File: src/rtl/fifo_wptr_gray_if.sv
// Write-side pointer bus for the asynchronous FIFO: push handshake in,
// RAM write controls, published Gray pointer and occupancy status out.
interface fifo_wptr_gray_if #(
  parameter int ADDR_W = 4
);
  logic              wr_en_i;
  logic [ADDR_W:0]   rptr_gray_i;
  logic              wr_o;
  logic [ADDR_W-1:0] waddr_o;
  logic [ADDR_W:0]   wptr_gray_o;
  logic              full_o;
  logic [ADDR_W:0]   level_o;

  // Writer / read-pointer synchronizer side.
  modport master (
    output wr_en_i, rptr_gray_i,
    input  wr_o, waddr_o, wptr_gray_o, full_o, level_o
  );

  // Pointer manager side.
  modport slave (
    input  wr_en_i, rptr_gray_i,
    output wr_o, waddr_o, wptr_gray_o, full_o, level_o
  );
endinterface

File: src/rtl/fifo_wptr_gray.sv
// Write-domain pointer manager for the asynchronous FIFO. Keeps the binary
// write pointer, publishes a flop-driven Gray copy for the read-domain
// synchronizer, and produces registered full flag and fill level against
// the already-synchronized Gray read pointer.
module fifo_wptr_gray #(
  parameter int ADDR_W = 4
) (
  input logic             clk,
  input logic             nreset,
  fifo_wptr_gray_if.slave bus
);

  localparam int PW = ADDR_W + 1;

  // Full when the write pointer is exactly one lap ahead: in Gray code that
  // means the top two bits inverted and the rest equal. Built as an XOR mask
  // so the ADDR_W=1 case (compare against ~rptr[1:0]) needs no special slice.
  localparam logic [PW-1:0] FULL_MASK = {PW{1'b1}} ^ ({PW{1'b1}} >> 2);

  logic [PW-1:0] wbin_q, wbin_d;
  logic [PW-1:0] gray_q, gray_d;
  logic [PW-1:0] level_q, level_d;
  logic          full_q, full_d;
  logic [PW-1:0] rbin;
  logic          wr;

  // A push is accepted only against the current registered full flag.
  assign wr = bus.wr_en_i & ~full_q;

  // Decode the read pointer to binary by XOR-reduction from the MSB down.
  always_comb begin
    // NOTE: every bit is assigned on every pass, so no latch is inferred.
    rbin = '0;
    rbin[ADDR_W] = bus.rptr_gray_i[ADDR_W];
    for (int i = ADDR_W - 1; i >= 0; i--) begin
      rbin[i] = rbin[i+1] ^ bus.rptr_gray_i[i];
    end
  end

  // Next pointer, its Gray image, and status computed from the next pointer
  // so flags line up with the pointer the read side will see.
  always_comb begin
    wbin_d  = wbin_q + PW'(wr);
    gray_d  = wbin_d ^ (wbin_d >> 1);
    full_d  = (gray_d == (bus.rptr_gray_i ^ FULL_MASK));
    level_d = wbin_d - rbin;
  end

  // Pointer and status registers; Gray output comes straight from a flop so
  // the crossing sees single-bit transitions only.
  always_ff @(posedge clk or negedge nreset) begin
    if (!nreset) begin
      wbin_q  <= '0;
      gray_q  <= '0;
      full_q  <= 1'b0;
      level_q <= '0;
    end else begin
      // NOTE: non-blocking so all registers update from pre-edge values.
      wbin_q  <= wbin_d;
      gray_q  <= gray_d;
      full_q  <= full_d;
      level_q <= level_d;
    end
  end

  assign bus.wr_o        = wr;
  assign bus.waddr_o     = wbin_q[ADDR_W-1:0];
  assign bus.wptr_gray_o = gray_q;
  assign bus.full_o      = full_q;
  assign bus.level_o     = level_q;

endmodule

File: src/flat_wrapper.sv
// flat-port wrapper written by rule: the top's interface ports become plain ports
module fifo_wptr_gray_flat 
#(
  parameter int ADDR_W = 4
)
  (clk, nreset, bus_wr_en_i, bus_rptr_gray_i, bus_wr_o, bus_waddr_o, bus_wptr_gray_o, bus_full_o, bus_level_o);
  fifo_wptr_gray_if #(.ADDR_W(ADDR_W)) bus_i ();
  input logic clk;
  input logic nreset;
  input wire logic [$bits(bus_i.wr_en_i)-1:0] bus_wr_en_i;
  input wire logic [$bits(bus_i.rptr_gray_i)-1:0] bus_rptr_gray_i;
  output wire logic [$bits(bus_i.wr_o)-1:0] bus_wr_o;
  output wire logic [$bits(bus_i.waddr_o)-1:0] bus_waddr_o;
  output wire logic [$bits(bus_i.wptr_gray_o)-1:0] bus_wptr_gray_o;
  output wire logic [$bits(bus_i.full_o)-1:0] bus_full_o;
  output wire logic [$bits(bus_i.level_o)-1:0] bus_level_o;
  assign bus_i.wr_en_i = bus_wr_en_i;
  assign bus_i.rptr_gray_i = bus_rptr_gray_i;
  assign bus_wr_o = bus_i.wr_o;
  assign bus_waddr_o = bus_i.waddr_o;
  assign bus_wptr_gray_o = bus_i.wptr_gray_o;
  assign bus_full_o = bus_i.full_o;
  assign bus_level_o = bus_i.level_o;
  fifo_wptr_gray #(.ADDR_W(ADDR_W)) u_core (.clk(clk), .nreset(nreset), .bus(bus_i));
endmodule
File: config.mk
export PLATFORM = sky130hd
export DESIGN_NAME = fifo_wptr_gray_flat
export DESIGN_NICKNAME = d
export VERILOG_FILES = /design/src/rtl/fifo_wptr_gray_if.sv /design/src/rtl/fifo_wptr_gray.sv /design/src/flat_wrapper.sv
export SDC_FILE = /design/constraint.sdc
export NUM_CORES = 1
export LEC_CHECK = 0
export BUFFER_PORTS_ARGS = -buffer_cell sky130_fd_sc_hd__buf_2
export CAP_MARGIN = 40
export CORE_ASPECT_RATIO = 1.5
export CORE_MARGIN = 5
export CORE_UTILIZATION = 32
export CTS_CLUSTER_DIAMETER = 120
export DETAILED_ROUTE_END_ITERATION = 10
export GPL_TIMING_DRIVEN = 0
export MAX_ROUTING_LAYER = met4
export SYNTH_ARGS = -nofsm -noshare
export SYNTH_HDL_FRONTEND = slang
export SYNTH_SLANG_ARGS = --single-unit
File: constraint.sdc
create_clock -name clk -period 4.8 [get_ports clk]
set_input_delay 0.48 -clock clk [delete_from_list [all_inputs] [get_ports clk]]
set_output_delay 0.48 -clock clk [all_outputs]
set_load 0.05 [all_outputs]
=== After elaboration in Yosys (flattened, before gate mapping) ===
Cells that the tools add are included.

* Register bits: 16
* Output and inout bits: 16

* Equality and inequality tests: 1
* Add/sub/neg operators: 2
* Bitwise operators: 8

{| class="wikitable"
|+ Operator list
! cell !! number
|-
| $add A5 B1 Y5 || 1
|-
| $eq A5 B5 Y1 || 1
|-
| $sub A5 B5 Y5 || 1
|-
| $xor A5 B4 Y5 || 1
|-
| $xor A1 B1 Y1 || 4
|-
| $not A2 Y2 || 1
|-
| $and A1 B1 Y1 || 1
|-
| $not A1 Y1 || 1
|}

=== Longest topological paths before layout ===
Gate-level depths: netlist of the first run.

* Depth after elaboration: 5
* Mapped depth: 10
* Gate-level depth less buffers: 10

=== Worst setup path before layout of the first run ===
OpenSTA, ideal clock, no wires.

* Path kind: flip-flop to flip-flop
* Start point: register u_core.full_q, in the netlist u_core.bus.full_o
* End point: register u_core.level_q[4], in the netlist u_core.bus.level_o[4]
* Data arrival time: 2.977 ns
* Buffers on the path: 1
* Required time: 4.720 ns
* Cell stages (with the launch flop): 11
* Path slack: 1.743 ns
* Cells stage by stage: dfrtp_1 -> nor2b_1 -> ha_1 -> ha_1 -> buf_6 -> xnor2_2 -> inv_1 -> ha_1 -> a21o_1 -> a21oi_1 -> xnor2_1

* Cells in the longest elaborated chain, start to end: 4

{| class="wikitable"
|+ RTL lines
! what !! RTL line !! source
|-
| from (decl) || fifo_wptr_gray.sv:23 || <nowiki>logic full_q, full_d;</nowiki>
|-
| from (signal assigned) || fifo_wptr_gray.sv:61 || <nowiki>full_q <= full_d;</nowiki>
|-
| $not A1 Y1 || fifo_wptr_gray.sv:28 || <nowiki>assign wr = bus.wr_en_i & ~full_q;</nowiki>
|-
| $and A1 B1 Y1 || fifo_wptr_gray.sv:28 ||
|-
| net bus_wr_o || flat_wrapper.sv:12 || <nowiki>output wire logic [$bits(bus_i.wr_o)-1:0] bus_wr_o;</nowiki>
|-
| $add A5 B1 Y5 || fifo_wptr_gray.sv:43 || <nowiki>wbin_d = wbin_q + PW'(wr);</nowiki>
|-
| net u_core.wbin_d[2] || fifo_wptr_gray.sv:20 || <nowiki>logic [PW-1:0] wbin_q, wbin_d;</nowiki>
|-
| $sub A5 B5 Y5 || fifo_wptr_gray.sv:46 || <nowiki>level_d = wbin_d - rbin;</nowiki>
|-
| net u_core.level_d[4] || fifo_wptr_gray.sv:22 || <nowiki>logic [PW-1:0] level_q, level_d;</nowiki>
|-
| to (signal assigned) || fifo_wptr_gray.sv:62 || <nowiki>level_q <= level_d;</nowiki>
|-
| to (decl) || fifo_wptr_gray.sv:22 ||
|}

The timed path passes the listed nets, and every way through them passes these cells.

=== Worst setup path in the final report of the first run ===
* Start point: input bus_rptr_gray_i[3]
* End point: register u_core.level_q[4], in the netlist u_core.bus.level_o[4]

* Cells in the longest elaborated chain, start to end: 5

{| class="wikitable"
|+ RTL lines
! what !! RTL line !! source
|-
| from (decl) || flat_wrapper.sv:11 || <nowiki>input wire logic [$bits(bus_i.rptr_gray_i)-1:0] bus_rptr_gray_i;</nowiki>
|-
| $xor A1 B1 Y1 * || fifo_wptr_gray.sv:36 || <nowiki>rbin[i] = rbin[i+1] ^ bus.rptr_gray_i[i];</nowiki>
|-
| $xor A1 B1 Y1 (3 in a row) || fifo_wptr_gray.sv:36 ||
|-
| $sub A5 B5 Y5 * || fifo_wptr_gray.sv:46 ||
|-
| net u_core.level_d[4] || fifo_wptr_gray.sv:22 ||
|}

Mark *: on every way through the listed nets, which the timed path passes. The rest lies on a longest branch.

==> results of run 1 <==
## registers in the layout (all words and copies together) (netlist names)
name / flops
u_core.bus.level_o: 5
u_core.wbin_q: 4
u_core.bus.full_o: 1
u_core.bus.wptr_gray_o: 5
## per-layer routing
layer	GRT usage [%]	routed length [um]	up-vias	part of all wire, %
met5	-	0	-	0
li1	-	-	322	-
met2	15.95	867	29	49
met1	9.988	702	314	40
met4	8.229	68	0	3.9
met3	1.370	122	8	6.9
## placed cells by master (no fill, tap or decap), types with 2 or more instances in the layout
cell type / Yosys / layout
buf_2: 1 / 24
dfrtp_1: 15 / 15
buf_6: 2 / 2
a21o_1: 2 / 2
xnor2_2: 4 / 4
a211o_1: 2 / 2
ha_1: 6 / 6
nand2_1: 2 / 2
a21oi_1: 3 / 3
clkbuf_8: 0 / 3
xnor2_1: 9 / 9
nor2b_1: 2 / 2
xor2_1: 7 / 7
inv_1: 7 / 7
mux2i_1: 2 / 2
## cell families (layout without fill, tap and decap cells)
kind of cell | Yosys count | after routing
XOR/XNOR | 20 | 20
AO/OA/AOI/OAI | 16 | 16
flip-flops | 15 | 15
buffers and inverters | 11 | 38
AND/OR/NAND/NOR | 9 | 9
adder cells (fa/ha/maj) | 7 | 7
multiplexers | 2 | 2
## critical path, cell delays in order
cell and delay, ps:
buf_2 130, xnor2_1 270, xnor2_2 170, xor2_1 330, xnor2_1 160, ha_1 160
inv_1 60, fa_1 390, a21o_1 190, a21oi_1 160, xnor2_1 130
## worst min path at each step
stage	start	endpoint
3_3_place_gp	nreset	u_core.wbin_q[1]
2_1_floorplan	nreset	u_core.bus.full_o
6_report	nreset	u_core.wbin_q[2]
4_1_cts	nreset	u_core.wbin_q[2]
3_5_place_dp	nreset	u_core.wbin_q[3]
5_1_grt	nreset	u_core.wbin_q[2]
## final cells by class
type | count | area [um2]
Fill cell | 287 | 1709
Multi-Input combinational cell | 54 | 498.0
Sequential cell | 15 | 375.4
Timing Repair Buffer | 23 | 115.1
Tap cell | 39 | 48.80
Clock buffer | 4 | 45.04
Buffer | 4 | 35.03
Inverter | 7 | 26.28
## synth_stat cells (all sizes together)
cell     count  share of area (%)
dfrtp       15                 40
xnor2       13                 15
inv          7                2.8
xor2         7                6.6
ha           6                8.0
buf          4                3.7
a21oi        3                1.6
a211o        2                1.9
a21o         2                1.6
mux2i        2                2.1
nand2        2               0.80
nor2b        2                1.3
a21bo        1                1.1
a21boi       1               0.80
a221oi       1               0.94
a2bb2oi      1                1.6
a311oi       1               0.94
a31oi        1               0.67
and2         1               0.67
and3         1               0.67
fa           1                2.1
nand2b       1               0.67
nand3        1                1.1
nor2         1               0.40
o211a        1                1.1
o21ai        1               0.53
o22ai        1               0.67
## metrics by stage
step | util, % | area (um2) | std cells | hold slack [ps]
after floorplan | - | 934.6 | 80 | 184.4
after global placement | 38.51 | 1099 | 142 | 403.2
after detailed placement | 38.51 | 1099 | 142 | 408.2
after CTS | 40.09 | 1144 | 146 | 144.8
after global routing | 40.09 | 1144 | 146 | 157.6
final | 40.09 | 1144 | 146 | 137.2
==> results, run 1 <==
- Across all register-to-register paths, the minimum setup slack is 2580 ps.
- The die covers 4124 um2.
- After layout, the minimum clock period comes to 2467 ps.
- After synthesis the cells add up to 934.6 um2.
- The final layout contains 123 nets.
- The clock passes through at most 2 buffers.
- The average instance in the mapped netlist occupies 11.68 um2.
- The number of nets in the synthesized netlist is 95.
- The DRC violation total after the first TritonRoute iteration is 18.
- The remaining max-slew budget at the tightest pin is 77.11%.
- The clock edge transition at the registers on the reported setup and hold paths is 60 ps.
- Yosys printed 0 warnings.
- The number of buffer cells added on primary ports is 23.
- The initial utilization of the core area, before any placement, comes to 32.76%.
- The area growth from synthesis to layout is 22.36%.
- The critical path data arrival time is 2630 ps.
- Counting the buffers created by CTS gives 3.
- The clock reaches the later pin of the worst-skew pair after 240 ps.
- Entering global routing, the biggest net connects 16 pins.
- The post-route clock skew is 3.466 ps.
- In this run the number of H-tree levels came out at 1.
- After Yosys synthesis, full adders, half adders and majority gates account for 10.17% of the synthesized area.
- TritonCTS built the clock tree.
- The final-report hold violation count is 0.
- The synthesized netlist devotes 21.95% of its cell area to XOR and XNOR gates.
- After clock tree synthesis, the setup repair step added 0 buffers.
- The number of antenna violations at the first check in global routing is 0.
- The worst-case reg-to-reg path depth is 10.
- At the end of routability-driven placement, the weighted congestion stood at 0.7478.
- The number of antenna cells inserted is 0.
- The flip-flop and latch count after synthesis is 15.
- The type of element launching the critical path is an input port.
- For this run, the detailed router's first-pass iteration total came to 4.
- The width of the die is 54.13 um.
- Of the synthesized area, sequential elements account for 40.16%.
- The final critical path takes up 51.40% of the cycle.
- After global routing the overflow that remains totals 0.
- Setup violations remaining at the end of the flow were counted as 0.
- The clock root buffer is clkbuf_8.
- The final layout contains routed wiring with a total length of 1.761 mm.
- The routed wire length per instance is 12.06 um.
- In this run the core area contains 24 standard-cell rows.
- The path class of the tightest hold or removal check is input port to async pin.
- Post-CTS repair changed the size of 0 cells.
- The first global-routing pass estimated 2.904 mm of wire.
- Max-cap violations in this run came to 0.
- The critical path endpoint is u_core.bus.level_o[4].
- The simple logic cell fraction of the synthesized area is 5.622%.
- Setup repair after global routing left no endpoint under its margin.
- The number of max-slew violations in the final report is 0.
- The placeable core region is 2853 um2.
- The worst setup path is of the input port to flop kind.
- After legalization and detailed placement, the total HPWL measured 1.447 mm.
- The I/O pin count is 24.
- Global routing consumed, over all layers together, 9.934% of the routing resources.
- Detailed routing inserted a total of 673 vias.
- For this run, the top clock speed supported by timing is 0.4053 GHz.
- The remaining routing DRC violations is 0.
- The aggregate negative setup slack is 0 ps.
- The largest fanout on the critical path is 4.
- The tree built by TritonCTS fans out to 15 sinks.
- After detailed routing, the number of vias per cell comes to 4.610.
- The floorplan step set the die height to 76.19 um.
- The synthesized netlist devotes 13.39% of its cell area to compound gates.
- Once routing completed, OpenROAD measured the worst setup slack at 2333 ps.
- The number of buffers added to fix hold violations after cts is 0.
- The worst-margin pin slew is 343.4 ps.
- The number of global-route vias before repair is 686.
- After synthesis, the netlist uses 30 different library cells.
- The sort of element at the end of the critical path is a flop.
- After synthesis, the largest family of logic cells by area is XOR/XNOR gates.
- The endpoint of the worst-slack reg-to-reg timing path is u_core.bus.level_o[4].
- The flow ran to the end, and the final reports show no timing, DRC or antenna violations.
- Synthesis handed over a netlist of 80 instances.
- The worst register-to-register path begins at u_core.bus.full_o.
- Of the cells placed in the final design, the portion with a size suffix greater than 1 is 34.58%.
- Prior to clock tree synthesis, the placed netlist has a worst setup slack of 2055 ps.
- The launching element of the worst setup path is bus_rptr_gray_i[3].
- The count of nets left with antenna violations once routing finished came out at 0.
- Measured against the total synthesized area, the mux share comes to 2.142%.
- For the worst setup path, the data required time is 4970 ps.
Power of run 1 is not shown: default switching activity piles up to over one toggle a cycle in this logic, so the estimate is an artifact.
==> run 2, diff against run 1 <==
--- a/config.mk
+++ b/config.mk
@@ -5,6 +5,7 @@
 export SDC_FILE = /design/constraint.sdc
 export NUM_CORES = 1
 export LEC_CHECK = 0
+export ABC_AREA = 1
 export BUFFER_PORTS_ARGS = -buffer_cell sky130_fd_sc_hd__buf_2
 export CAP_MARGIN = 40
 export CORE_ASPECT_RATIO = 1.5
==> constraint.sdc (replaced) <==
create_clock -name clk -period 2.3 [get_ports clk]
set_input_delay 0.23 -clock clk [delete_from_list [all_inputs] [get_ports clk]]
set_output_delay 0.23 -clock clk [all_outputs]
set_load 0.05 [all_outputs]
==> results, run 2 <==
- The final-report hold violation count is 0 (unchanged).
- The remaining routing DRC violations is 0 (unchanged).
- The largest net degree at the start of global routing is 16 (unchanged).
- The remaining max-slew budget at the tightest pin is 77.89% (+0.78 points).
- In this run the critical register-to-register path is captured at u_core.bus.level_o[3].
- The top cell types in the final layout, fill and taps aside, are nand2_1 (31), buf_2 (23), nand3_1 (15).
- The fraction of the yosys area taken by sequential cells was 42.98% (+2.8 points).
- The average via count per standard cell is 4.409 (-4.3%).
- Dividing the final minimum period by the clock period gives 87.53%.
- The sort of element at the end of the critical path is a flop.
- The slowest stage cell on the critical path is dfrtp_2.
- The initial cell density of the core is 32.99% (+0.22 points).
- The deepest level of the CTS H-tree is 1 (unchanged).
- The cell count along the critical path is 10 (-1).
- The share of the synthesized area in the top cell type is 42.98% (+2.8 points).
- The total vias in the final route was 754 (+12%).
- The detailed placement HPWL was 1.562 mm (+8.0%).
- The number of antenna violations at the first check in global routing is 0 (unchanged).
- The critical path data arrival time is 2140 ps (-490 ps).
- The post-route clock skew is 1.089 ps (-2.377 ps).
- The global-route congestion overflow total was 0 (unchanged).
- The most critical setup path has its startpoint at u_core.bus.full_o.
- The routed wire length per instance is 10.40 um (-14%).
- The path class of the tightest hold or removal check is input port to flop.
- The root buffer cell chosen for the clock tree is clkbuf_8.
- The total number of yosys warnings is 0 (unchanged).
- The aggregate negative setup slack is 0 ps (unchanged).
- The total number of clock tree sinks is 15 (unchanged).
- The post-detailed-route count of antenna-violating nets was 0 (unchanged).
- The most used flip-flop cell after synthesis is dfrtp_1.
- The floorplan die area is 3896 um2 (-5.5%).
- The post-synth design cell area came to 873.3 um2 (-6.6%).
- The number of standard cells in the layout, taps in and fillers out came to 171 (+17%).
- The width of the die is 52.66 um (-2.7%).
- The routability congestion estimate from global placement came to 0.7849 (+5.0%).
- The proportion of layout cells with a drive suffix above 1 came to 29.10% (-5.5 points).
- The reg2reg setup slack is 290 ps (-2290 ps).
- The I/O pin count is 24 (unchanged).
- The number of global-route vias before repair is 762 (+11%).
- Relative to the synthesized area, the layout overhead comes to 27.22%.
- The area after detailed placement is 1056 um2 (-3.9%).
- The delay contributed by the slowest stage of the critical path is 410 ps (+20 ps).
- The number of distinct library cells after synthesis came to 17 (-43%).
- The critical path endpoint is u_core.bus.level_o[3].
- The number of maximum-capacitance constraint violations is 0 (unchanged).
- The number of cells in the design after placement is 166 (+17%).
- The tightest hold margin was 278.9 ps (+141.6 ps).
- The largest fanout on the critical path is 5 (+1).
- The highest clock frequency the design can meet is 0.4967 GHz.
- Broken down by cell family, the worst path's largest delay share belongs to adder cells.
- By count the netlist is led by nand2_1 (31), dfrtp_1 (15), nand3_1 (15).
- The net count of the mapped netlist is 121 (+27%).
- Yosys attributes the largest share of cell area to dfrtp_1 (43%), nand2_1 (13%), ha_1 (8.6%).
- The latest clock arrival within the worst-skew pair is 240 ps (about the same).
- The routed design could run at a clock period as short as 2013 ps.
- The worst-margin pin slew is 331.7 ps (-11.75 ps).
- In the post-synthesis netlist, the cell with the most instances is nand2_1.
- The detailed-route wire length is 1.778 mm (+0.97%).
- TritonCTS built the clock tree.
- The library cell used most frequently in the layout, excluding fill and tap cells, is nand2_1.
- The flip-flop and latch count after synthesis is 15 (unchanged).
- The number of flops mapped to enable cells by yosys was 0 (unchanged).
- The area of all placed cells without fillers is 1111 um2 (-2.8%).
- The clock edge transition at the registers on the reported setup and hold paths came to 60 ps (about the same).
- The all-layer global routing usage came to 11.38% (+1.5 points).
- The synthesized area divided by synthesized cell count was 8.239 um2 (-29%).
- The number of buffer cells added on primary ports is 23 (unchanged).
- The count of final setup violators came to 0 (unchanged).
- The required time at the endpoint of the critical path was 2430 ps (-2540 ps).
- The worst setup path is launched from a flop.
- The DRC violation total after the first TritonRoute iteration is 9 (-9).
- The post-synthesis cell count was 106 (+33%).
- The first-pass GRT wire length came to 3.229 mm (+11%).
- The total number of placement rows was 23 (-4.2%).
- The fraction of synthesis flops using an asynchronous set or reset pin is 100.0% (unchanged).
- The number of antenna cells inserted is 0 (unchanged).
- The critical path goes through nor2_4, ha_4, ha_1, nand2_1, nand2_2, inv_2, ha_1, a21oi_1, nand2_1, xor2_1.
- The detailed-router iteration count before antenna repair is 4 (unchanged).
- The number of buffer and inverter instances along the worst setup path is 1 (-1).
- Along the worst hold path, the cell count comes to 4.
- The dominant cell type by area after synthesis is dfrtp_1.
- The number of nets at the end of the flow is 150 (+22%).
- The worst-case reg-to-reg path depth was 10 (unchanged).
- The kind of critical path is flop to flop.
- Setup repair after global routing left no endpoint under its margin.
- The startpoint identified for the worst register-to-register timing path is u_core.bus.full_o.
- The maximum clock path buffer count came to 2 (unchanged).
- The die span in y is 73.99 um (-2.9%).
- The flow ran to the end, and the final reports show no timing, DRC or antenna violations.
- The number of max-slew violations in the final report is 0 (unchanged).
- The placeable core region came to 2648 um2 (-7.2%).
- The total clock buffers created by CTS is 3 (unchanged).
run 2: worst register-to-register path, stage by stage, from the launching register on:
cell	delay, ps
dfrtp_2	410
nor2_4	110
ha_4	150
ha_1	210
nand2_1	120
nand2_2	140
inv_2	70
ha_1	330
a21oi_1	140
nand2_1	70
xor2_1	140
run 2: worst min-delay path by stage:
| stage | from | end | slack, ps |
|---|---|---|---|
| 2_1_floorplan | nreset | u_core.bus.full_o | -70 |
| 3_3_place_gp | nreset | u_core.bus.level_o[0] | 140 |
| 3_5_place_dp | nreset | u_core.bus.wptr_gray_o[0] | 150 |
| 4_1_cts | bus_rptr_gray_i[3] | u_core.bus.full_o | 280 |
| 5_1_grt | bus_rptr_gray_i[3] | u_core.bus.full_o | 290 |
| 6_report | bus_rptr_gray_i[3] | u_core.bus.full_o | 280 |
run 2: cells by family after synthesis:
family	share of synthesized area, %
DFF	42.98
xor gates and xnor gates	4.012
and+or+nand+nor	33.52
buffers and inverters	6.447
AOI/OAI and AO/OA	2.149
adders and majority gates	10.89
run 2: timing repair:
action / 4_1_cts / 5_1_grt
hold buffers: 1 / 0
endpoints found under the hold margin: 15 / 0
gates resized for setup: 0 / 0
setup buffers: 0 / 0
run 2: layer usage:
| metal | GRT usage, % | share of wire (%) |
|---|---|---|
| met1 | 11.68 | 37 |
| met2 | 20.99 | 58 |
| met3 | 0.8016 | 2.2 |
| met4 | 5.966 | 3.0 |
| met5 | - | 0 |
run 2: layout make-up:
class / count / area (um2)
Clock buffer: 4 / 45.04
Fill cell: 289 / 1536
Inverter: 15 / 56.30
Multi-Input combinational cell: 76 / 461.7
Sequential cell: 15 / 376.6
Tap cell: 37 / 46.29
Timing Repair Buffer: 24 / 125.1
run 2: stage by stage:
stage	worst slack (ps)	util [%]
global placement	178.1	39.89
floorplan	6.686	-
detailed placement	171.9	39.89
finish	286.8	41.97
CTS	259.6	41.97
global route	82.12	41.97
Power of run 2 is left out for the same reason.
==> run 3, diff against run 2 <==
--- a/config.mk
+++ b/config.mk
@@ -5,16 +5,14 @@
 export SDC_FILE = /design/constraint.sdc
 export NUM_CORES = 1
 export LEC_CHECK = 0
-export ABC_AREA = 1
 export BUFFER_PORTS_ARGS = -buffer_cell sky130_fd_sc_hd__buf_2
 export CAP_MARGIN = 40
 export CORE_ASPECT_RATIO = 1.5
 export CORE_MARGIN = 5
 export CORE_UTILIZATION = 32
-export CTS_CLUSTER_DIAMETER = 120
+export CTS_CLUSTER_DIAMETER = 150
 export DETAILED_ROUTE_END_ITERATION = 10
 export GPL_TIMING_DRIVEN = 0
-export MAX_ROUTING_LAYER = met4
 export SYNTH_ARGS = -nofsm -noshare
 export SYNTH_HDL_FRONTEND = slang
 export SYNTH_SLANG_ARGS = --single-unit
==> results, run 3 (synthesized netlist as in run 1, its figures left out) <==
- The fraction of met3 tracks used by global routing is 0.5871% (-0.21 points).
- The reg2reg setup slack is 300 ps (about the same).
- TritonCTS built the clock tree.
- The worst flop-to-flop path startpoint is u_core.bus.full_o.
- The DRC violation total after the first TritonRoute iteration is 9 (unchanged).
- The total clock buffers created by CTS is 3 (unchanged).
- The total vias in the final route is 671 (-11%).
- In the layout the commonest cells are buf_2 (24), dfrtp_1 (14), xnor2_1 (8).
- The number of standard cells in the layout, taps in and fillers out is 147 (-14%).
- The delay contributed by the slowest stage of the critical path is 340 ps (-70 ps).
- The number of antenna cells inserted is 0 (unchanged).
- The detailed-route wire length is 1.827 mm (+2.8%).
- The fraction of met2 tracks used by global routing is 17.03% (-4.0 points).
- The worst-margin pin slew is 336.9 ps (+5.268 ps).
- The area after detailed placement is 1159 um2 (+9.7%).
- The largest net degree at the start of global routing is 16 (unchanged).
- The endpoint of the worst-slack reg-to-reg timing path is u_core.bus.level_o[4].
- The remaining routing DRC violations is 0 (unchanged).
- The critical path data arrival time is 2270 ps (+130 ps).
- The number of buffer cells added on primary ports is 23 (unchanged).
- The number of maximum-capacitance constraint violations is 0 (unchanged).
- The number of nets at the end of the flow is 124 (-17%).
- The tightest hold margin is 320.7 ps (+41.79 ps).
- The share of the clock period used by the worst path is 91.77% (+4.2 points).
- The setup fix buffers added after clock tree synthesis is 0 (unchanged).
- For hold timing, the worst endpoint is u_core.bus.full_o.
- The width of the die was 54.13 um (+2.8%).
- The total number of placement rows came to 24 (+4.3%).
- The startpoint identified for the worst hold timing path is bus_rptr_gray_i[3].
- In this run the clock root is driven by a clkbuf_8.
- The count of final setup violators is 0 (unchanged).
- The worst-case reg-to-reg path depth is 10 (unchanged).
- The number of antenna violations at the first check in global routing is 0 (unchanged).
- The number of global-route vias before repair was 680 (-11%).
- The critical path in this run is classified as input port to flop.
- The layer flagged by global routing as most heavily used is met2.
- The I/O pin count is 24 (unchanged).
- The all-layer global routing usage was 10.20% (-1.2 points).
- The latest clock arrival within the worst-skew pair came to 250 ps (about the same).
- The first-pass GRT wire length is 3.105 mm (-3.8%).
- The number of cells in the design after placement came to 142 (-14%).
- The kind of path behind the tightest hold check is input port to flop.
- The proportion of layout cells with a drive suffix above 1 is 42.59% (+13 points).
- The slowest stage cell on the critical path is fa_2.
- The post-route clock skew came to 2.413 ps (+1.324 ps).
- The clock edge transition at the registers on the reported setup and hold paths is 60 ps (about the same).
- The count of fill cells added during filler insertion is 285 (-1.4%).
- The final-report hold violation count is 0 (unchanged).
- The highest clock frequency the design can meet is 0.4738 GHz (-4.6%).
- The flow ran to the end, and the final reports show no timing, DRC or antenna violations.
- The number of cells traversed by the worst hold path is 2 (-2).
- The die span in y came to 76.19 um (+3.0%).
- The shortest clock period the worst path allows after layout is 2111 ps (+97.42 ps).
- The number of max-slew violations in the final report is 0 (unchanged).
- The area growth from synthesis to layout is 31.46%.
- The total number of clock tree sinks is 15 (unchanged).
- The required time at the endpoint of the critical path is 2460 ps (+30 ps).
- STA classifies the critical path endpoint as a flop.
- The floorplan die area was 4124 um2 (+5.9%).
- The initial cell density of the core came to 32.76% (-0.22 points).
- The number of buffer and inverter instances along the worst setup path came to 2 (+1).
- The detailed placement HPWL is 1.452 mm (-7.1%).
- The detailed-router iteration count before antenna repair is 4 (unchanged).
- The routed wire length per instance came to 12.43 um (+20%).
- The aggregate negative setup slack is 0 ps (unchanged).
- The average via count per standard cell was 4.565 (+3.5%).
- The post-detailed-route count of antenna-violating nets was 0 (unchanged).
- The routability congestion estimate from global placement is 0.7131 (-9.1%).
- The largest fanout on the critical path was 4 (-1).
- The global-route congestion overflow total is 0 (unchanged).
- The cell count along the critical path is 11 (+1).
- The fraction of met1 tracks used by global routing came to 11.41% (-0.26 points).
- The remaining max-slew budget at the tightest pin is 77.54% (-0.35 points).
- Traced cell by cell, the critical path runs through buf_2, xnor2_2, xnor2_2, xor2_2, xnor2_1, ha_1, inv_1, fa_2, a21o_1, a21oi_1, xnor2_1.
- Grouping stages by cell kind, the critical path spends the most delay in XOR/XNOR gates.
- The placeable core region is 2853 um2 (+7.8%).
- The area of all placed cells without fillers was 1229 um2 (+11%).
- The deepest level of the CTS H-tree is 1 (unchanged).
- The maximum clock path buffer count is 2 (unchanged).
- STA classifies the critical path startpoint as an input port.
- Leaving out fill and tap cells, the most frequent cell in the layout is buf_2.
[run 3: worst max-delay path by stage]
stage,from,end
floorplan,u_core.bus.full_o,u_core.bus.level_o[4]
global placement,bus_rptr_gray_i[4],u_core.bus.level_o[4]
detailed placement,bus_rptr_gray_i[4],u_core.bus.level_o[4]
CTS,bus_rptr_gray_i[4],u_core.bus.level_o[4]
global route,bus_rptr_gray_i[3],u_core.bus.level_o[4]
finish,bus_rptr_gray_i[3],u_core.bus.level_o[4]
[run 3: layout make-up]
type	instances	area, um2	area share (%)
buffer	4	35.03	2.851
clock buffer	4	45.04	3.666
inverter	7	26.28	2.138
multi-input combinational	54	571.8	46.54
sequential	15	376.6	30.65
tap	39	48.80	3.971
timing repair buffer	24	125.1	10.18
[run 3: per-stage QoR]
| stage | utilization, % | setup slack (ps) |
|---|---|---|
| 6_report | 43.07 | 189.4 |
| 2_1_floorplan | - | 36.88 |
| 4_1_cts | 42.54 | 2.317 |
| 3_3_place_gp | 40.61 | -202.0 |
| 3_5_place_dp | 40.61 | -251.0 |
| 5_1_grt | 43.07 | -1.682 |
[run 3: timing repair]
action                                  in CTS  in global routing
gates resized for setup                      0                  2
endpoints found under the setup margin       0                  1
hold buffers                                 1                  0
hold endpoints to repair                    15                  0
[run 3: metal layers]
layer / part of all wire, % / vias to the layer above / routed length [um]
li1: - / 322 / -
met1: 41 / 318 / 741
met2: 50 / 27 / 922
met3: 5.9 / 4 / 107
met4: 3.1 / 0 / 56
met5: 0 / - / 0
Power of run 3 is left out for the same reason.
